File: config.mk
export PLATFORM = sky130hd
export DESIGN_NAME = mem_access_stage
export DESIGN_NICKNAME = d
export VERILOG_FILES = /design/src/rtl/mem_access_stage_pkg.sv /design/src/rtl/mem_access_stage_align.sv /design/src/rtl/mem_access_stage.sv
export SDC_FILE = /design/constraint.sdc
export NUM_CORES = 1
export LEC_CHECK = 0
export BUFFER_PORTS_ARGS = -buffer_cell sky130_fd_sc_hd__buf_2
export CAP_MARGIN = 40
export CORE_MARGIN = 4
export CORE_UTILIZATION = 36
export DETAILED_ROUTE_END_ITERATION = 16
export PLACE_DENSITY = 0.68
export RECOVER_POWER = 100
export SYNTH_ARGS = -nofsm -noshare
export SYNTH_HDL_FRONTEND = slang
export SYNTH_SLANG_ARGS = --single-unit
export TNS_END_PERCENT = 1
File: constraint.sdc
create_clock -name clk -period 2.88 [get_ports clk]
set_input_delay 0.864 -clock clk [delete_from_list [all_inputs] [get_ports clk]]
set_output_delay 0.864 -clock clk [all_outputs]
set_load 0.005 [all_outputs]
File: src/rtl/mem_access_stage_pkg.sv
// Shared types for the memory-access stage.
// Size codes, FSM states and the writeback packet.
package mem_access_stage_pkg;

  localparam logic [2:0] LSU_B  = 3'b000;
  localparam logic [2:0] LSU_H  = 3'b001;
  localparam logic [2:0] LSU_W  = 3'b010;
  localparam logic [2:0] LSU_BU = 3'b100;
  localparam logic [2:0] LSU_HU = 3'b101;

  localparam int WB_RD_W   = 5;
  localparam int WB_DATA_W = 32;

  typedef enum logic {
    ST_IDLE = 1'b0,
    ST_BUSY = 1'b1
  } state_t;

  typedef struct packed {
    logic                 valid;
    logic [WB_RD_W-1:0]   rd;
    logic [WB_DATA_W-1:0] data;
    logic                 reg_write;
  } wb_pkt_t;

  function automatic logic lsu_is_b(input logic [2:0] f3);
    return (f3 == LSU_B) || (f3 == LSU_BU);
  endfunction

  function automatic logic lsu_is_h(input logic [2:0] f3);
    return (f3 == LSU_H) || (f3 == LSU_HU);
  endfunction

  // Anything that is not a byte/half code runs as a word.
  function automatic logic lsu_is_w(input logic [2:0] f3);
    return !(lsu_is_b(f3) || lsu_is_h(f3)) || (f3 == LSU_W);
  endfunction

endpackage

File: src/rtl/mem_access_stage_align.sv
// Lane steering for stores and lane extraction for loads.
// Unknown size codes fall through to word access.
module lsu_align
  import mem_access_stage_pkg::*;
(
  input  logic [2:0]  funct3,
  input  logic [1:0]  a,
  input  logic [31:0] store_data,
  input  logic [31:0] rdata,
  output logic [3:0]  be,
  output logic [31:0] wdata,
  output logic [31:0] load_data
);

  logic        is_b;
  logic        is_h;
  logic        sgn;
  logic [31:0] shifted;
  logic [7:0]  lane_b;
  logic [15:0] lane_h;

  assign is_b    = lsu_is_b(funct3);
  assign is_h    = lsu_is_h(funct3);
  assign sgn     = ~funct3[2];
  assign shifted = rdata >> {a, 3'b000};
  assign lane_b  = shifted[7:0];
  assign lane_h  = a[1] ? rdata[31:16] : rdata[15:0];

  // Decode size into byte enables, store lanes and load extension.
  always_comb begin
    be        = 4'b1111;
    wdata     = store_data;
    load_data = rdata;
    unique case (1'b1)
      is_b: begin
        be        = 4'b0001 << a;
        wdata     = {4{store_data[7:0]}};
        load_data = {{24{sgn & lane_b[7]}}, lane_b};
      end
      is_h: begin
        be        = 4'b0011 << {a[1], 1'b0};
        wdata     = {2{store_data[15:0]}};
        load_data = {{16{sgn & lane_h[15]}}, lane_h};
      end
      default: begin
        be        = 4'b1111;
        wdata     = store_data;
        load_data = rdata;
      end
    endcase
  end

endmodule

File: src/rtl/mem_access_stage.sv
// Memory-access stage: loads/stores over req/ack, writeback packet.
// MEM_ALIGN_CHECK_EN adds misalign_err and skips misaligned accesses.
module mem_access_stage
  import mem_access_stage_pkg::*;
#(
  parameter int ADDR_W = 32,
  parameter int DATA_W = 32
) (
  input  logic              clk,
  input  logic              rst,
  input  logic              in_valid,
  output logic              in_ready,
  input  logic [31:0]       alu_out,
  input  logic [DATA_W-1:0] store_data,
  input  logic [4:0]        rd,
  input  logic              mem_read,
  input  logic              mem_write,
  input  logic              reg_write,
  input  logic [2:0]        funct3,
  output logic              dmem_req,
  output logic              dmem_we,
  output logic [ADDR_W-1:0] dmem_addr,
  output logic [3:0]        dmem_be,
  output logic [DATA_W-1:0] dmem_wdata,
  input  logic              dmem_ack,
  input  logic [DATA_W-1:0] dmem_rdata,
  output logic              wb_valid,
  output logic [4:0]        wb_rd,
  output logic [31:0]       wb_data,
`ifdef MEM_ALIGN_CHECK_EN
  output logic              misalign_err,
`endif
  output logic              wb_reg_write
);

  state_t      state_q;
  state_t      state_d;
  wb_pkt_t     wb_q;
  logic        acc;
  logic        is_mem;
  logic        mis;
  logic [2:0]  f3_sel;
  logic [1:0]  a_sel;
  logic [3:0]  al_be;
  logic [31:0] al_wdata;
  logic [31:0] al_load;

  logic [4:0]  p_rd;
  logic        p_rw;
  logic        p_load;
  logic [2:0]  p_f3;
  logic [1:0]  p_a;
  logic [31:0] p_alu;

  assign in_ready = (state_q == ST_IDLE);
  assign acc      = in_valid && in_ready;
  assign is_mem   = mem_read || mem_write;

  // One aligner: live inputs while idle, held op while busy.
  assign f3_sel = in_ready ? funct3 : p_f3;
  assign a_sel  = in_ready ? alu_out[1:0] : p_a;

`ifdef MEM_ALIGN_CHECK_EN
  logic mis_q;
  assign mis = is_mem &&
    ((lsu_is_h(funct3) && alu_out[0]) ||
     (lsu_is_w(funct3) && (alu_out[1:0] != 2'b00)));
  assign misalign_err = mis_q;
`else
  assign mis = 1'b0;
`endif

  lsu_align u_align (
    .funct3     (f3_sel),
    .a          (a_sel),
    .store_data (store_data),
    .rdata      (dmem_rdata),
    .be         (al_be),
    .wdata      (al_wdata),
    .load_data  (al_load)
  );

  assign wb_valid     = wb_q.valid;
  assign wb_rd        = wb_q.rd;
  assign wb_data      = wb_q.data;
  assign wb_reg_write = wb_q.reg_write;

  // Next-state: go busy on an aligned memory op, idle on ack.
  always_comb begin
    state_d = state_q;
    unique case (state_q)
      ST_IDLE: if (acc && is_mem && !mis) state_d = ST_BUSY;
      ST_BUSY: if (dmem_ack) state_d = ST_IDLE;
      default: state_d = ST_IDLE;
    endcase
  end

  // State register.
  always_ff @(posedge clk) begin
    if (rst) state_q <= ST_IDLE;
    else     state_q <= state_d;
  end

  // Request registers, held op and the writeback packet.
  always_ff @(posedge clk) begin
    if (rst) begin
      dmem_req   <= 1'b0;
      dmem_we    <= 1'b0;
      dmem_addr  <= '0;
      dmem_be    <= 4'b0000;
      dmem_wdata <= '0;
      wb_q       <= '0;
      p_rd       <= '0;
      p_rw       <= 1'b0;
      p_load     <= 1'b0;
      p_f3       <= '0;
      p_a        <= '0;
      p_alu      <= '0;
`ifdef MEM_ALIGN_CHECK_EN
      mis_q      <= 1'b0;
`endif
    end else begin
      wb_q.valid <= 1'b0;
`ifdef MEM_ALIGN_CHECK_EN
      mis_q      <= 1'b0;
`endif
      if (state_q == ST_IDLE) begin
        if (acc && is_mem && !mis) begin
          dmem_req   <= 1'b1;
          dmem_we    <= mem_write && !mem_read;
          dmem_addr  <= {alu_out[ADDR_W-1:2], 2'b00};
          dmem_be    <= al_be;
          dmem_wdata <= al_wdata;
          p_rd       <= rd;
          p_rw       <= reg_write;
          p_load     <= mem_read;
          p_f3       <= funct3;
          p_a        <= alu_out[1:0];
          p_alu      <= alu_out;
        end else if (acc) begin
          wb_q.valid     <= 1'b1;
          wb_q.rd        <= rd;
          wb_q.data      <= alu_out;
          wb_q.reg_write <= reg_write && (rd != 5'd0) && !mis;
`ifdef MEM_ALIGN_CHECK_EN
          mis_q          <= mis;
`endif
        end
      end else if (dmem_ack) begin
        dmem_req       <= 1'b0;
        wb_q.valid     <= 1'b1;
        wb_q.rd        <= p_rd;
        wb_q.data      <= p_load ? al_load : p_alu;
        wb_q.reg_write <= p_load && p_rw && (p_rd != 5'd0);
      end
    end
  end

endmodule

==> flow_metrics.tcl, run 1 <==
set metrics [dict create \
    switchingPower_w 0.00131 \
    cts_tree "built" \
    tightestPinTransition_ps 1780 \
    cts_resized 0 \
    p_comb_frac 0.161 \
    root_buffer "clkbuf_16" \
    synth_area_leaders "dfxtp_1 41%, a21oi_1 10%, nand2_1 9.4%" \
    synth-edff-count 0 \
    syn_inst 750 \
    hold_violations 0 \
    skew_ps 10.9 \
    timing.fmax_mhz 387 \
    endpoint_kind "flip-flop" \
    die_y_um 136 \
    ir_drop_uv 384 \
    fin_setup_tns_ps 0 \
    rows 46 \
    drive_gt1_frac 0.228 \
    grt_pass1_vias 6106 \
    first_iter_violations 490 \
    synth_largest_area_cell "dfxtp_1" \
    synth_compound_area_frac 0.273 \
    grt_first_pass_wirelength_mm 32.9 \
    critPathMaxFanout 84 \
    cts_buffers 17 \
    worst-r2r-setup-slack_ps 430 \
    power_density_nw_per_um2 639 \
    rsz0062_at_grt "no" \
    ant_nets 0 \
    status "complete, but fails checks" \
    cts_setup_buffers 0 \
    syn2layout_area_growth_pct 29.7 \
    async_flop_share 0 \
    finalInstanceArea_um2 7640 \
    finalNetCount 1056 \
    synth_top_cell_area_share 0.408 \
    final-setup-viol-count 0 \
    slew_violations 85 \
    synthAdderAreaFrac 0 \
    cp-start-kind "input port" \
    relSlewSlack -0.189 \
    wl_per_cell_um 18.3 \
    drcViolationCount 0 \
    gp_congestion 0.889 \
    clkLatencyLatePin_ps 420 \
    hp-class "reg -> reg" \
    p_leak_nw 3.06 \
    dpl_cell_area_um2 7170 \
    pwr-share-seq 0.376 \
    worstPathRequired_ps 3160 \
    synth_ff_type "dfxtp_1" \
    synth_simple_gate_area_frac 0.202 \
    synth_top_family_by_area "compound AO/OA/AOI/OAI gates" \
    cts_htree_levels 4 \
    hpwlAfterDp_mm 15.7 \
    ys.warnings.count 0 \
    portBuffers 218 \
    clk_pin_slew_ps 50 \
    via_count 6445 \
    start_util 0.370 \
    grt_max_degree 85 \
    die_w_um 136 \
    path_class "in -> reg" \
    syn_area_um2 5890 \
    vias_per_cell 5.50 \
    ys_seq_elements 120 \
    period_needed_ps 2580 \
    antenna_cells 0 \
    synth-seq-area-share 0.408 \
    avgSynthCellArea_um2 7.86 \
    post_synth_mux_area_share 0.0558 \
    core_um2 15900 \
    timing.hold.ws_ps 453 \
    violations "capacitance limit, slew limit" \
    period_share 0.897 \
    crit_arrival_ps 2870 \
    clockBufferDepth 2 \
    grt_overflow 0 \
    wl_mm 21.4 \
    ys_types 55 \
    power.internal_w 0.00358 \
    p_sw_frac 0.267 \
    firstDrtPassIters 5 \
    cap_violations 1 \
    ctsHoldBuffers 0 \
    p_clk_frac 0.463 \
    ios 221 \
    antenna_found_initial 1 \
    die-area_um2 18500 \
    clock_sinks 120 \
    grtUsageTotal 0.226 \
    synth-xor-area-share 0 \
]
-- cell usage in the layout (no fill, tap or decap), drive strengths merged, types with 2 or more instances in the layout --
cell type / Yosys / final
and2: 3 / 3
o211ai: 2 / 2
nand4: 8 / 8
mux2i: 22 / 22
mux2: 9 / 9
a211oi: 21 / 21
a22oi: 14 / 14
nor3: 5 / 5
clkbuf: 32 / 101
nand3b: 3 / 3
conb: 1 / 2
a211o: 7 / 7
or3b: 2 / 2
nand3: 32 / 32
nor2: 50 / 50
clkinvlp: 0 / 2
clkinv: 0 / 2
and3: 9 / 9
a311oi: 9 / 9
a22o: 8 / 8
buf: 36 / 164
o22ai: 4 / 4
nand2: 148 / 148
o21ai: 38 / 38
o221ai: 6 / 6
a31oi: 10 / 10
a222oi: 6 / 6
inv: 4 / 4
bufinv: 0 / 4
or4: 2 / 2
dfxtp: 120 / 120
a21oi: 121 / 121
o22a: 6 / 6
-- power by group through the flow --
| stage | Sequential, W | Clock (W) | Combinational, W |
|---|---|---|---|
| final | 0.00184 | 0.00226 | 0.000788 |
| after global routing | 0.00185 | 0.00238 | 0.000867 |
| after CTS | 0.00183 | 0.00230 | 0.000814 |
| after detailed placement | 0.00187 | 0 | 0.000813 |
| after global placement | 0.00187 | 0 | 0.000802 |
| after floorplan | 0.00186 | 0 | 0.000461 |
-- registers in the layout (all words and copies together), names as in the netlist, 3 cells and up --
signal / cells
p_alu: 31
p_rd: 5
dmem_wdata: 32
p_f3: 3
wb_rd: 5
dmem_be: 4
wb_data: 32
-- final cells by class --
cell class	instances	area [µm²]
multi-input combinational	559	3140
clock inverter	8	145
tap	216	270
inverter	4	15.0
clock buffer	22	474
timing repair buffer	243	1190
sequential	120	2400
fill	1665	8300
-- worst paths after layout --
| path | start | end | cells past startpoint |
|---|---|---|---|
| setup / recovery | rst | wb_data[20] | 5 |
| hold / removal | p_f3[2] | p_f3[2] | 2 |
| hold reg to reg | p_f3[2] | p_f3[2] | 2 |
| setup reg to reg | state_q | p_rd[0] | 6 |
-- kinds of logic (layout without fill, tap and decap cells) --
kind of cell    Yosys count  in the layout
buf+inv                  72            277
flops                   120            120
other cells               1              2
simple gates            269            269
compound gates          257            257
mux                      31             31
-- per-stage QoR --
stage	util	cells	total power (W)	setup WS (ps)
2_1_floorplan	-	751	0.00232	577
3_3_place_gp	0.449	1140	0.00267	352
3_5_place_dp	0.450	1142	0.00268	280
4_1_cts	0.488	1172	0.00495	502
5_1_grt	0.479	1172	0.00509	148
6_report	0.479	1172	0.00488	298
-- cells in the mapped netlist (4+ instances only) --
cell type,instances
o221ai_1,6
a222oi_1,6
nand4_1,8
buf_4,8
o22ai_1,4
and3_1,8
o22a_1,6
dfxtp_1,120
a22o_1,8
clkbuf_1,32
inv_1,4
nor2_1,50
a211o_1,7
nand3_1,32
a21oi_1,118
mux2i_1,21
a211oi_1,20
o21ai_0,37
nand2_1,148
a22oi_1,13
buf_1,4
mux2_2,8
a311oi_1,9
buf_6,5
a31oi_1,9
buf_2,19
-- worst max-delay path: stages --
cell      delay [ps]
clkbuf_1         230
clkbuf_2        1350
a21oi_1           60
a21oi_1          240
o21ai_0          100
-- layer usage --
metal  up-vias  part of all wire  GRT usage
met5         -           0.00061          0
met3        24             0.099     0.0762
met4         2             0.014     0.0655
met1      3018              0.42      0.284
met2       316              0.47      0.369
li1       3085                 -          -
(Power assumes the default switching activity.)
==> run 2: changes to the inputs <==
- PLACE_DENSITY: 0.68 -> default
- PLACE_DENSITY_LB_ADDON: default -> 0.25
==> run 2 against run 1 <==
  * The run now ends clean
  * Core utilization fell by 0.36 points
  * Fmax fell by 0.83%
  * Critical path depth rose by 1
  * Global-route usage fell by 0.32 points
  * Critical endpoint is now wb_data[14]
  * Largest cell class unchanged
==> flow_metrics.tcl, run 2 (synthesis results as in run 1) <==
set metrics [dict create \
    root_buffer "clkbuf_16" \
    p_leak_nw 3.07 \
    wl_mm 21.0 \
    final-setup-viol-count 0 \
    final_cell_mix "153 x buf_2, 148 x nand2_1, 120 x dfxtp_1" \
    cts_tree "built" \
    hp-class "reg -> reg" \
    num-fill-cells 1654 \
    grtUsageTotal 0.223 \
    gp_congestion 0.830 \
    drcViolationCount 0 \
    period_needed_ps 2600 \
    period_share 0.904 \
    p_comb_frac 0.166 \
    p_sw_frac 0.283 \
    die-area_um2 18500 \
    core_um2 15900 \
    clk_pin_slew_ps 60 \
    cts_htree_levels 4 \
    cts_buffers 17 \
    power.internal_w 0.00337 \
    die_w_um 136 \
    cts_resized 0 \
    tightestPinTransition_ps 1280 \
    vias_per_cell 5.41 \
    drive_gt1_frac 0.240 \
    wl_per_cell_um 17.9 \
    crit_arrival_ps 2950 \
    hpwlAfterDp_mm 15.1 \
    antenna_found_initial 2 \
    slew_violations 0 \
    fin_setup_tns_ps 0 \
    firstDrtPassIters 7 \
    first_iter_violations 496 \
    grt_overflow 0 \
    seq_area_um2 2400 \
    critPathMaxFanout 16 \
    grt_first_pass_wirelength_mm 32.2 \
    syn2layout_area_growth_pct 28.7 \
    ios 221 \
    start_util 0.370 \
    endpoint_kind "flip-flop" \
    clkLatencyLatePin_ps 420 \
    hold_violations 0 \
    cap_violations 0 \
    cp-start-kind "flip-flop" \
    die_y_um 136 \
    ctsHoldBuffers 0 \
    relSlewSlack 0.144 \
    final_util 0.476 \
    p_clk_frac 0.442 \
    switchingPower_w 0.00133 \
    worstPathRequired_ps 3220 \
    timing.fmax_mhz 384 \
    status "complete, no violations" \
    grt_max_degree 68 \
    via_count 6337 \
    power_density_nw_per_um2 619 \
    rsz0062_at_grt "no" \
    rows 46 \
    skew_ps 8.50 \
    grt_pass1_vias 5914 \
    pwr-share-seq 0.391 \
    multi_input_area_um2 3130 \
    path_class "reg -> reg" \
    ir_drop_uv 441 \
    finalNetCount 1053 \
    final_common_cell "buf_2" \
    clockBufferDepth 2 \
    cts_setup_buffers 0 \
    portBuffers 218 \
    clock_sinks 120 \
    ant_nets 0 \
]
[run 2: cell types whose count changed in the layout (fill, tap and decap cells not counted), moves of 2 or more]
cell       before  now
clkbuf_8        3    1
buf_2         143  153
clkbuf_1       77   67
buf_4          17   15
bufinv_16       4    2
buf_1           2    0
clkinv_2        2    5
clkinv_4        0    4
[run 2: path summary, 6_finish.rpt]
| kind | from | endpoint | slack, ps | depth (start not counted) |
|---|---|---|---|---|
| min reg2reg | dmem_wdata[4] | dmem_wdata[4] | 450 | 2 |
| max reg2reg | state_q | wb_data[14] | 280 | 6 |
| max | state_q | wb_data[14] | 280 | 6 |
| min | dmem_wdata[4] | dmem_wdata[4] | 450 | 2 |
[run 2: stage by stage]
step / power (W) / worst slack (ps) / hold slack, ps / cells / instance area [µm²]
finish: 0.00470 / 276 / 452 / 1172 / 7580
floorplan: 0.00232 / 577 / 433 / 751 / 5900
global route: 0.00490 / 88.8 / 478 / 1171 / 7580
global placement: 0.00267 / 346 / 441 / 1138 / 7140
CTS: 0.00476 / 359 / 453 / 1171 / 7720
detailed placement: 0.00268 / 285 / 445 / 1139 / 7140
[run 2: power by group through the flow]
stage	combinational (W)	clock (W)	sequential, W
CTS	0.000808	0.00212	0.00184
global placement	0.000804	0	0.00187
detailed placement	0.000806	0	0.00187
floorplan	0.000461	0	0.00186
finish	0.000781	0.00208	0.00184
global route	0.000864	0.00219	0.00185
[run 2: critical path: stages (launching register included)]
cell and delay (ps):
dfxtp_1 700, clkbuf_1 390, mux2_2 410, o21ai_1 540, a22o_1 240, a21oi_1 60, o21ai_0 180
[run 2: area by class of cell]
type                            instances  share of cell area
Antenna cell                            1            0.000330
Clock buffer                           20              0.0589
Clock inverter                         12              0.0168
Inverter                                4             0.00198
Multi-Input combinational cell        559               0.413
Sequential cell                       120               0.317
Tap cell                              216              0.0356
Timing Repair Buffer                  240               0.157
[run 2: metal layers]
metal,wire [µm],global-route usage
met5,21,0
met4,270,0.0655
met3,2170,0.0799
met2,9810,0.365
met1,8740,0.275
==> run 3: changes to the inputs <==
- CORE_ASPECT_RATIO: default -> 0.6
==> run 3 against run 2 <==
  * Design area up 0.56%
  * Register-to-register slack improved by 130 ps
  * Clock-buffer cell count decreased by 1
  * Core utilization is 1.1 points higher
  * Cell count is 1.1% lower
==> flow_metrics.tcl, run 3 (synthesis results as in run 1) <==
set metrics [dict create \
    final_cell_mix "148 x nand2_1, 143 x buf_2, 120 x dfxtp_1" \
    fin_setup_tns_ps 0 \
    endpoint_kind "flip-flop" \
    p_sw_frac 0.286 \
    grt_first_pass_wirelength_mm 34.0 \
    grt_pass1_vias 5666 \
    slew_violations 0 \
    r2r.worst_path.cells 5 \
    cap_violations 0 \
    power_density_nw_per_um2 641 \
    power_w 0.00489 \
    wl_per_cell_um 19.1 \
    final-setup-viol-count 0 \
    worstPathRequired_ps 3150 \
    drcViolationCount 0 \
    start_util 0.376 \
    clkLatencyLatePin_ps 410 \
    die_w_um 173 \
    critPathMaxFanout 28 \
    clockBufferDepth 2 \
    first_iter_violations 652 \
    hold_violations 0 \
    crit_arrival_ps 2750 \
    p_leak_nw 3.04 \
    cts_buffers 17 \
    cp-endpoint "wb_data[1]" \
    path_class "reg -> reg" \
    final_common_cell "nand2_1" \
    power.internal_w 0.00349 \
    grt_max_degree 123 \
    core_um2 15700 \
    relSlewSlack 0.426 \
    cp-start-kind "flip-flop" \
    p_comb_frac 0.163 \
    reg2reg_from "state_q" \
    cts_resized 0 \
    antenna_found_initial 4 \
    reg2reg_to "wb_data[1]" \
    hp-class "reg -> reg" \
    finalNetCount 1054 \
    period_needed_ps 2480 \
    finalInstanceArea_um2 7630 \
    p_clk_frac 0.461 \
    crit_start "state_q" \
    pwr-share-seq 0.376 \
    worst-r2r-setup-slack_ps 400 \
    firstDrtPassIters 6 \
    gp_congestion 0.828 \
    ant_nets 0 \
    cts_tree "built" \
    antenna_cells 0 \
    ctsHoldBuffers 0 \
    die-area_um2 18600 \
    clock_sinks 120 \
    die_y_um 107 \
    wl_mm 22.2 \
    root_buffer "clkbuf_16" \
    rows 35 \
    clk_pin_slew_ps 60 \
    tightestPinTransition_ps 856 \
    drive_gt1_frac 0.228 \
    ir_drop_uv 298 \
    grtUsageTotal 0.230 \
    portBuffers 218 \
    ios 221 \
    via_count 6372 \
    timing.hold.ws_ps 460 \
    switchingPower_w 0.00140 \
    cts_setup_buffers 0 \
    vias_per_cell 5.50 \
    status "complete, no violations" \
    skew_ps 11.9 \
    dpl_cell_area_um2 7140 \
    rsz0062_at_grt "no" \
    syn2layout_area_growth_pct 29.4 \
    grt_overflow 0 \
    cts_htree_levels 4 \
    final_util 0.487 \
    timing.fmax_mhz 404 \
    hpwlAfterDp_mm 15.8 \
    period_share 0.860 \
]
## run 3: cell count changes in the layout (fill, tap and decap cells not counted), sizes merged, moves of 2 or more
cell	delta
buf	-2
clkbuf	+2
clkinv	-3
clkinvlp	+2
## run 3: final cells by class
type | instances | area [µm²]
Clock buffer | 19 | 453
Clock inverter | 13 | 170
Fill cell | 1645 | 8050
Inverter | 4 | 15.0
Multi-Input combinational cell | 559 | 3130
Sequential cell | 120 | 2400
Tap cell | 203 | 254
Timing Repair Buffer | 241 | 1200
## run 3: worst min-delay path by stage
stage / startpoint / endpoint / slack [ps] / depth (start not counted)
finish: p_f3[2] / p_f3[2] / 460 / 2
floorplan: p_f3[2] / p_f3[2] / 430 / 2
CTS: p_rw / p_rw / 460 / 2
global route: dmem_wdata[2] / dmem_wdata[2] / 470 / 2
detailed placement: p_rw / p_rw / 450 / 2
global placement: dmem_wdata[0] / dmem_wdata[0] / 440 / 2
## run 3: routing by layer
| layer | up-vias | GRT usage | routed length (µm) |
|---|---|---|---|
| met5 | - | 0 | 43 |
| met4 | 8 | 0.0376 | 110 |
| met3 | 17 | 0.0772 | 2090 |
| met2 | 297 | 0.312 | 8990 |
| met1 | 2961 | 0.352 | 10900 |
| li1 | 3089 | - | - |
## run 3: metrics by stage
step,setup WS [ps],instances
final,403,1159
after global routing,213,1159
after CTS,459,1159
after detailed placement,283,1127
after global placement,340,1127
after floorplan,577,751
## run 3: critical path: stages (launching register included)
cell and delay (ps):
dfxtp_1 720, mux2_4 530, a31oi_1 700, o21ai_0 150
a21oi_1 150, o22ai_1 70
## run 3: power groups by stage
stage	Clock [W]	Combinational (W)	Sequential, W
global placement	0	0.000812	0.00187
CTS	0.00229	0.000822	0.00183
detailed placement	0	0.000818	0.00187
global route	0.00236	0.000884	0.00185
floorplan	0	0.000461	0.00186
finish	0.00225	0.000800	0.00184
